`src/rtl/rv_div_unit_pkg.sv`:
```
// ---------------------------------------------------------------------------
// rv_div_unit_pkg
//   Shared definitions for the RV32M iterative divide unit:
//     - default widths (XLEN_DEF, CNT_W_DEF)
//     - op encodings (funct3[1:0]): OP_DIV / OP_DIVU / OP_REM / OP_REMU
//     - FSM state encodings: S_IDLE / S_CALC / S_FIX
//     - small op-decode helpers
// ---------------------------------------------------------------------------
package rv_div_unit_pkg;

    localparam int XLEN_DEF  = 32;
    localparam int CNT_W_DEF = 6;

    typedef enum logic [1:0] {
        OP_DIV  = 2'b00,
        OP_DIVU = 2'b01,
        OP_REM  = 2'b10,
        OP_REMU = 2'b11
    } div_op_e;

    typedef enum logic [1:0] {
        S_IDLE = 2'd0,
        S_CALC = 2'd1,
        S_FIX  = 2'd2
    } div_state_e;

    // DIV and REM interpret operands as two's complement.
    function automatic logic op_is_signed(input logic [1:0] op);
        return (op == OP_DIV) || (op == OP_REM);
    endfunction

    // REM/REMU return the remainder, DIV/DIVU the quotient.
    function automatic logic op_is_rem(input logic [1:0] op);
        return (op == OP_REM) || (op == OP_REMU);
    endfunction

endpackage

```
`src/rtl/rv_div_unit_udiv_iter.sv`:
```
// ---------------------------------------------------------------------------
// udiv_iter
//   Unsigned radix-2 restoring divider core. One quotient bit per clock.
//   Ports:
//     clk          in   clock, all state on posedge
//     rst_n        in   synchronous active-low reset
//     load_i       in   capture operands and start XLEN iterations
//     dividend_i   in   XLEN unsigned dividend magnitude
//     divisor_i    in   XLEN unsigned divisor magnitude (non-zero)
//     last_o       out  the step taken on the coming edge is the final one
//     quotient_o   out  XLEN quotient (valid once iterations finish)
//     remainder_o  out  XLEN remainder (valid once iterations finish)
// ---------------------------------------------------------------------------
module udiv_iter #(
    parameter int XLEN  = 32,
    parameter int CNT_W = 6
) (
    input  logic            clk,
    input  logic            rst_n,
    input  logic            load_i,
    input  logic [XLEN-1:0] dividend_i,
    input  logic [XLEN-1:0] divisor_i,
    output logic            last_o,
    output logic [XLEN-1:0] quotient_o,
    output logic [XLEN-1:0] remainder_o
);

    logic             active_q;
    logic [CNT_W-1:0] cnt_q;
    // quo_q doubles as the dividend shift register: its MSB feeds the
    // partial remainder while quotient bits enter at the LSB.
    logic [XLEN-1:0]  quo_q;
    logic [XLEN-1:0]  rem_q;
    logic [XLEN-1:0]  dvs_q;

    logic [XLEN:0]    rem_sh;
    logic [XLEN:0]    trial;
    logic [XLEN-1:0]  quo_d;
    logic [XLEN-1:0]  rem_d;

    // Partial remainder is always < divisor, so the shifted value needs
    // one extra bit; the trial subtraction's MSB is the borrow.
    always_comb begin
        rem_sh = {rem_q, quo_q[XLEN-1]};
        trial  = rem_sh - {1'b0, dvs_q};
        quo_d  = {quo_q[XLEN-2:0], 1'b0};
        rem_d  = rem_sh[XLEN-1:0];
        if (!trial[XLEN]) begin
            quo_d = {quo_q[XLEN-2:0], 1'b1};
            rem_d = trial[XLEN-1:0];
        end
    end

    always_ff @(posedge clk) begin
        if (!rst_n) begin
            active_q <= 1'b0;
            cnt_q    <= '0;
            quo_q    <= '0;
            rem_q    <= '0;
            dvs_q    <= '0;
        end else if (load_i) begin
            active_q <= 1'b1;
            cnt_q    <= CNT_W'(XLEN - 1);
            quo_q    <= dividend_i;
            rem_q    <= '0;
            dvs_q    <= divisor_i;
        end else if (active_q) begin
            quo_q <= quo_d;
            rem_q <= rem_d;
            cnt_q <= cnt_q - CNT_W'(1);
            if (cnt_q == '0) begin
                active_q <= 1'b0;
            end
        end
    end

    assign last_o      = active_q && (cnt_q == '0);
    assign quotient_o  = quo_q;
    assign remainder_o = rem_q;

endmodule

```
`src/rtl/rv_div_unit.sv`:
```
// ---------------------------------------------------------------------------
// rv_div_unit
//   Iterative RV32M divide unit (DIV/DIVU/REM/REMU). Wraps the unsigned
//   restoring core with op decode, magnitude/sign capture, the divide-by-zero
//   and signed-overflow bypass, and the final sign fix-up.
//   Ports:
//     clk       in   clock, all state on posedge
//     rst_n     in   synchronous active-low reset
//     start     in   request, only sampled in IDLE (and not in the done cycle)
//     op        in   2   00 DIV, 01 DIVU, 10 REM, 11 REMU
//     dividend  in   XLEN rs1 value
//     divisor   in   XLEN rs2 value
//     busy      out  high from the accepting edge until the edge raising done
//     done      out  one-cycle pulse, result valid in the same cycle
//     result    out  XLEN quotient or remainder, held until next accepted start
// ---------------------------------------------------------------------------
module rv_div_unit
    import rv_div_unit_pkg::*;
#(
    parameter int XLEN  = XLEN_DEF,
    parameter int CNT_W = CNT_W_DEF
) (
    input  logic            clk,
    input  logic            rst_n,
    input  logic            start,
    input  logic [1:0]      op,
    input  logic [XLEN-1:0] dividend,
    input  logic [XLEN-1:0] divisor,
    output logic            busy,
    output logic            done,
    output logic [XLEN-1:0] result
);

    localparam logic [XLEN-1:0] INT_MIN = {1'b1, {(XLEN-1){1'b0}}};

    div_state_e      state_q;
    logic            busy_q;
    logic            done_q;
    logic [XLEN-1:0] result_q;
    logic [XLEN-1:0] result_d;
    logic            rem_sel_q;
    logic            neg_quo_q;
    logic            neg_rem_q;
    logic            bypass_q;
    logic [XLEN-1:0] bypass_val_q;

    logic            sgn_op;
    logic            sgn_a;
    logic            sgn_b;
    logic [XLEN-1:0] mag_a;
    logic [XLEN-1:0] mag_b;
    logic            div_zero;
    logic            ovf;
    logic            special;
    logic [XLEN-1:0] bypass_val_d;
    logic            accept;
    logic            core_load;
    logic            core_last;
    logic [XLEN-1:0] core_quo;
    logic [XLEN-1:0] core_rem;

    // Operand conditioning at the accepting edge. The magnitude of INT_MIN
    // is 2**(XLEN-1), which is representable as an unsigned XLEN value.
    always_comb begin
        sgn_op   = op_is_signed(op);
        sgn_a    = sgn_op & dividend[XLEN-1];
        sgn_b    = sgn_op & divisor[XLEN-1];
        mag_a    = sgn_a ? (~dividend + XLEN'(1)) : dividend;
        mag_b    = sgn_b ? (~divisor + XLEN'(1)) : divisor;
        div_zero = (divisor == '0);
        ovf      = sgn_op && (dividend == INT_MIN) && (divisor == '1);
        special  = div_zero || ovf;
        // Bypassed results skip the sign fix-up entirely.
        if (op_is_rem(op)) begin
            bypass_val_d = div_zero ? dividend : '0;
        end else begin
            bypass_val_d = div_zero ? '1 : dividend;
        end
    end

    // done_q is high only while state_q is back in IDLE, so gating on it
    // makes a start held during the done cycle a no-op.
    assign accept    = (state_q == S_IDLE) && start && !done_q;
    assign core_load = accept && !special;

    udiv_iter #(
        .XLEN  (XLEN),
        .CNT_W (CNT_W)
    ) u_core (
        .clk         (clk),
        .rst_n       (rst_n),
        .load_i      (core_load),
        .dividend_i  (mag_a),
        .divisor_i   (mag_b),
        .last_o      (core_last),
        .quotient_o  (core_quo),
        .remainder_o (core_rem)
    );

    // Sign fix-up: quotient negative iff operand signs differ, remainder
    // follows the dividend. Negating zero gives zero, so no special case.
    always_comb begin
        if (bypass_q) begin
            result_d = bypass_val_q;
        end else if (rem_sel_q) begin
            result_d = neg_rem_q ? (~core_rem + XLEN'(1)) : core_rem;
        end else begin
            result_d = neg_quo_q ? (~core_quo + XLEN'(1)) : core_quo;
        end
    end

    always_ff @(posedge clk) begin
        if (!rst_n) begin
            state_q      <= S_IDLE;
            busy_q       <= 1'b0;
            done_q       <= 1'b0;
            result_q     <= '0;
            rem_sel_q    <= 1'b0;
            neg_quo_q    <= 1'b0;
            neg_rem_q    <= 1'b0;
            bypass_q     <= 1'b0;
            bypass_val_q <= '0;
        end else begin
            done_q <= 1'b0;
            case (state_q)
                S_IDLE: begin
                    if (accept) begin
                        busy_q       <= 1'b1;
                        rem_sel_q    <= op_is_rem(op);
                        neg_quo_q    <= sgn_a ^ sgn_b;
                        neg_rem_q    <= sgn_a;
                        bypass_q     <= special;
                        bypass_val_q <= bypass_val_d;
                        state_q      <= special ? S_FIX : S_CALC;
                    end
                end
                S_CALC: begin
                    if (core_last) begin
                        state_q <= S_FIX;
                    end
                end
                S_FIX: begin
                    result_q <= result_d;
                    done_q   <= 1'b1;
                    busy_q   <= 1'b0;
                    state_q  <= S_IDLE;
                end
                default: begin
                    state_q <= S_IDLE;
                    busy_q  <= 1'b0;
                end
            endcase
        end
    end

    assign busy   = busy_q;
    assign done   = done_q;
    assign result = result_q;

endmodule

```
`config.mk`:
```
export PLATFORM = sky130hd
export DESIGN_NAME = rv_div_unit
export DESIGN_NICKNAME = d
export VERILOG_FILES = /design/src/rtl/rv_div_unit_pkg.sv /design/src/rtl/rv_div_unit_udiv_iter.sv /design/src/rtl/rv_div_unit.sv
export SDC_FILE = /design/constraint.sdc
export NUM_CORES = 1
export LEC_CHECK = 0
export BUFFER_PORTS_ARGS = -buffer_cell sky130_fd_sc_hd__buf_2
export CORE_MARGIN = 2
export CORE_UTILIZATION = 23
export CTS_BUF_LIST = sky130_fd_sc_hd__clkbuf_4 sky130_fd_sc_hd__clkbuf_8
export CTS_CLUSTER_SIZE = 16
export DETAILED_ROUTE_END_ITERATION = 16
export MAX_ROUTING_LAYER = met4
export PLACE_DENSITY = 0.49
export SYNTH_ARGS = -nofsm -noshare
export SYNTH_HDL_FRONTEND = slang
export SYNTH_SLANG_ARGS = --single-unit
```
`constraint.sdc`:
```
create_clock -name clk -period 4.31 [get_ports clk]
set_input_delay 0.862 -clock clk [delete_from_list [all_inputs] [get_ports clk]]
set_output_delay 0.862 -clock clk [all_outputs]
set_load 0.05 [all_outputs]
```
==> results.json <==
{
  "status": "finished, final reports clean",
  "period_needed_ps": 3630,
  "syn_area_per_cell_sq_um": 7.70,
  "crit_arrival_ps": 4090,
  "cp_cell_sequence": "inv_1, ha_1, fa_1, nand2b_1, a211oi_1, o31ai_1, a21oi_1, a221o_1, a21oi_1, xnor2_2, buf_12, mux2_2, a211oi_1",
  "clkLatencyLatePin_ps": 550,
  "hold_viol": 0,
  "grt_pass1_vias": 10900,
  "globalRouteTotalUtil_pct": 14.8,
  "synth_cell_type_count": 67,
  "first_pass_iters": 7,
  "critical_path_class": "flop to flop",
  "cts.reportedPaths.clkPinSlew_ps": 100,
  "yosysWarnings": 0,
  "fillers": 5744,
  "drt-total-wl_microns": 40000,
  "io_pins": 103,
  "layout.cells.non_filler": 2350,
  "synthArstFlopShare_pct": 0,
  "dieArea_sq_um": 55300,
  "dpl_cell_area_sq_um": 13600,
  "finClkSkew_ps": 18.0,
  "synthesis.nets": 1705,
  "post-route-drc-count": 0,
  "synth_ff_type": "dfxtp_1",
  "io_buffers": 102,
  "power_mw": 5.42,
  "fin_area_sq_um": 14000,
  "r2r_end": "u_core.remainder_o[5]",
  "syn_inst": 1597,
  "hold_ws_ps": 463,
  "crit_family": "compound AO/OA/AOI/OAI gates",
  "multi_input_area_sq_um": 8200,
  "layout_common_cells": "nor2_1, dfxtp_1, nand2_1",
  "ir_worst_vdd_v": 0.000219,
  "num_vias": 11500,
  "cts.sinks": 175,
  "crit_buf_inv": 2,
  "min_period_over_period_pct": 84.2,
  "ctsHoldBuffers": 0,
  "start_kind": "flop",
  "grt_pass1_wl_microns": 62900,
  "power.leakage_nw": 5.86,
  "dpl.cell_count": 2318,
  "crit_fanout": 34,
  "cts_made_buffers": 17,
  "drt_iter0_drc": 760,
  "routedWlPerCell_microns": 17.0,
  "initial_core_util_pct": 23.3,
  "maxSlewViolCount": 0,
  "synth_edf_count": 0,
  "fin_tns_setup_ps": 0,
  "die_h_microns": 235,
  "drv_cap": 0,
  "powerDensity_nw_per_um2": 388,
  "ant_nets": 0,
  "fmax_mhz": 276,
  "register_area_sq_um": 3510,
  "crit_path_end": "u_core.remainder_o[5]",
  "syn_to_final_growth_pct": 13.8,
  "relSlewSlack_pct": 30.9,
  "worst-r2r-setup-slack_ps": 680,
  "clk_path_buf_depth": 2,
  "setup_viol": 0,
  "required_ps": 4770,
  "seq_area_frac_synth_pct": 28.5,
  "cts_tree": "done",
  "max_stage_delay_ps": 410,
  "layout_commonest_cell": "nor2_1",
  "overflow": 0,
  "netlist_area_sq_um": 12300,
  "cp_slowest_cell": "fa_1",
  "endpoint_kind": "flop",
  "yosysTopAreaCell": "dfxtp_1",
  "r2r.worst_path.cells": 13,
  "design.core.area_sq_um": 52700,
  "synth_seq_cells": 175,
  "clock_tree.root_cell": "clkbuf_8",
  "synth_top_area_share_pct": 28.5,
  "die_w_microns": 235,
  "hold_depth": 2,
  "antenna_found_initial": 1,
  "nets": 1758,
  "dp_hpwl_microns": 29900,
  "r2r_start": "u_core.quotient_o[31]",
  "cts_setup_buffers": 0,
  "grt_max_degree": 66,
  "critical_path.startpoint": "u_core.quotient_o[31]",
  "cts.repair.resized": 0,
  "row_count": 84,
  "tightestPinTransition_ps": 1040,
  "ctsHtreeMaxLevel": 4,
  "synth_area_leaders": "dfxtp_1, xnor2_1, nor2_1, mux2i_1, nand2_1",
  "rsz0062_at_grt": "false",
  "min_path_type": "flop to flop",
  "place_congestion": 0.861,
  "critical_path_depth": 13,
  "drt-vias-per-instance": 4.89,
  "drive_gt1_share_pct": 11.6
}
-- report_power, final --
| part | internal [mW] | switching (mW) |
|---|---|---|
| registers | 1.78 | 0.230 |
| logic | 0.918 | 1.28 |
| clock network | 0.552 | 0.657 |
-- synthesized netlist by cell type, types with 15 or more instances --
| cell type | number |
|---|---|
| nand3_1 | 30 |
| a21o_1 | 23 |
| xnor2_1 | 87 |
| o21ai_0 | 105 |
| inv_1 | 57 |
| dfxtp_1 | 175 |
| ha_1 | 38 |
| o211a_1 | 37 |
| nand2_1 | 164 |
| xor2_1 | 61 |
| nand2b_1 | 25 |
| mux2i_1 | 62 |
| a21oi_1 | 89 |
| nor3_1 | 29 |
| or4_1 | 15 |
| a211oi_1 | 52 |
| clkbuf_1 | 85 |
| nand4_1 | 18 |
| o31ai_1 | 21 |
| maj3_1 | 32 |
| nor2_1 | 186 |
| and3_1 | 36 |
| o41ai_1 | 15 |
-- layer usage --
layer	vias up	global-route usage (%)	wire [microns]
met4	0	4.10	618
met1	5471	18.9	18800
li1	5768	-	-
met3	33	2.74	1520
met5	-	-	0
met2	211	23.9	19100
-- kinds of logic after synthesis --
kind of cell / synth area share, %
buffers and inverters: 5.00
adders and majority gates: 6.64
DFF: 28.5
AOI/OAI and AO/OA: 22.0
and+or+nand+nor: 21.9
xor gates and xnor gates: 10.5
muxes: 5.41
-- flip-flops by register name, indices dropped and copies added (netlist names), 2 cells and up --
register / count
bypass_val_q: 32
result: 32
state_q: 2
u_core.cnt_q: 6
u_core.dvs_q: 32
u_core.quotient_o: 32
u_core.remainder_o: 32
-- metrics by stage --
stage | setup WS, ps | utilization, %
4_1_cts | 679 | 26.5
2_1_floorplan | 847 | -
5_1_grt | 367 | 26.6
6_report | 682 | 26.6
3_5_place_dp | 445 | 25.8
3_3_place_gp | 500 | 25.8
-- layout make-up --
class / count / area share, %
Tap cell: 688 / 6.16
Clock buffer: 21 / 1.98
Inverter: 57 / 1.53
Timing Repair Buffer: 137 / 5.78
Clock inverter: 9 / 0.796
Multi-Input combinational cell: 1262 / 58.6
Antenna cell: 1 / 0.0179
Sequential cell: 175 / 25.1
-- worst register-to-register path, cell delays in order (launching register included) --
cell,delay [ps]
dfxtp_1,380
inv_1,70
ha_1,220
fa_1,410
nand2b_1,180
a211oi_1,370
o31ai_1,170
a21oi_1,210
a221o_1,260
a21oi_1,180
xnor2_2,210
buf_12,270
mux2_2,400
a211oi_1,210
-- worst min path at each step --
stage,start,endpoint,slack [ps]
2_1_floorplan,u_core.dvs_q[22],u_core.dvs_q[22],440
3_3_place_gp,u_core.dvs_q[22],u_core.dvs_q[22],460
3_5_place_dp,result[24],result[24],440
4_1_cts,result[24],result[24],460
5_1_grt,result[24],result[24],480
6_report,result[24],result[24],460
Power figures use the tool's default switching activity.
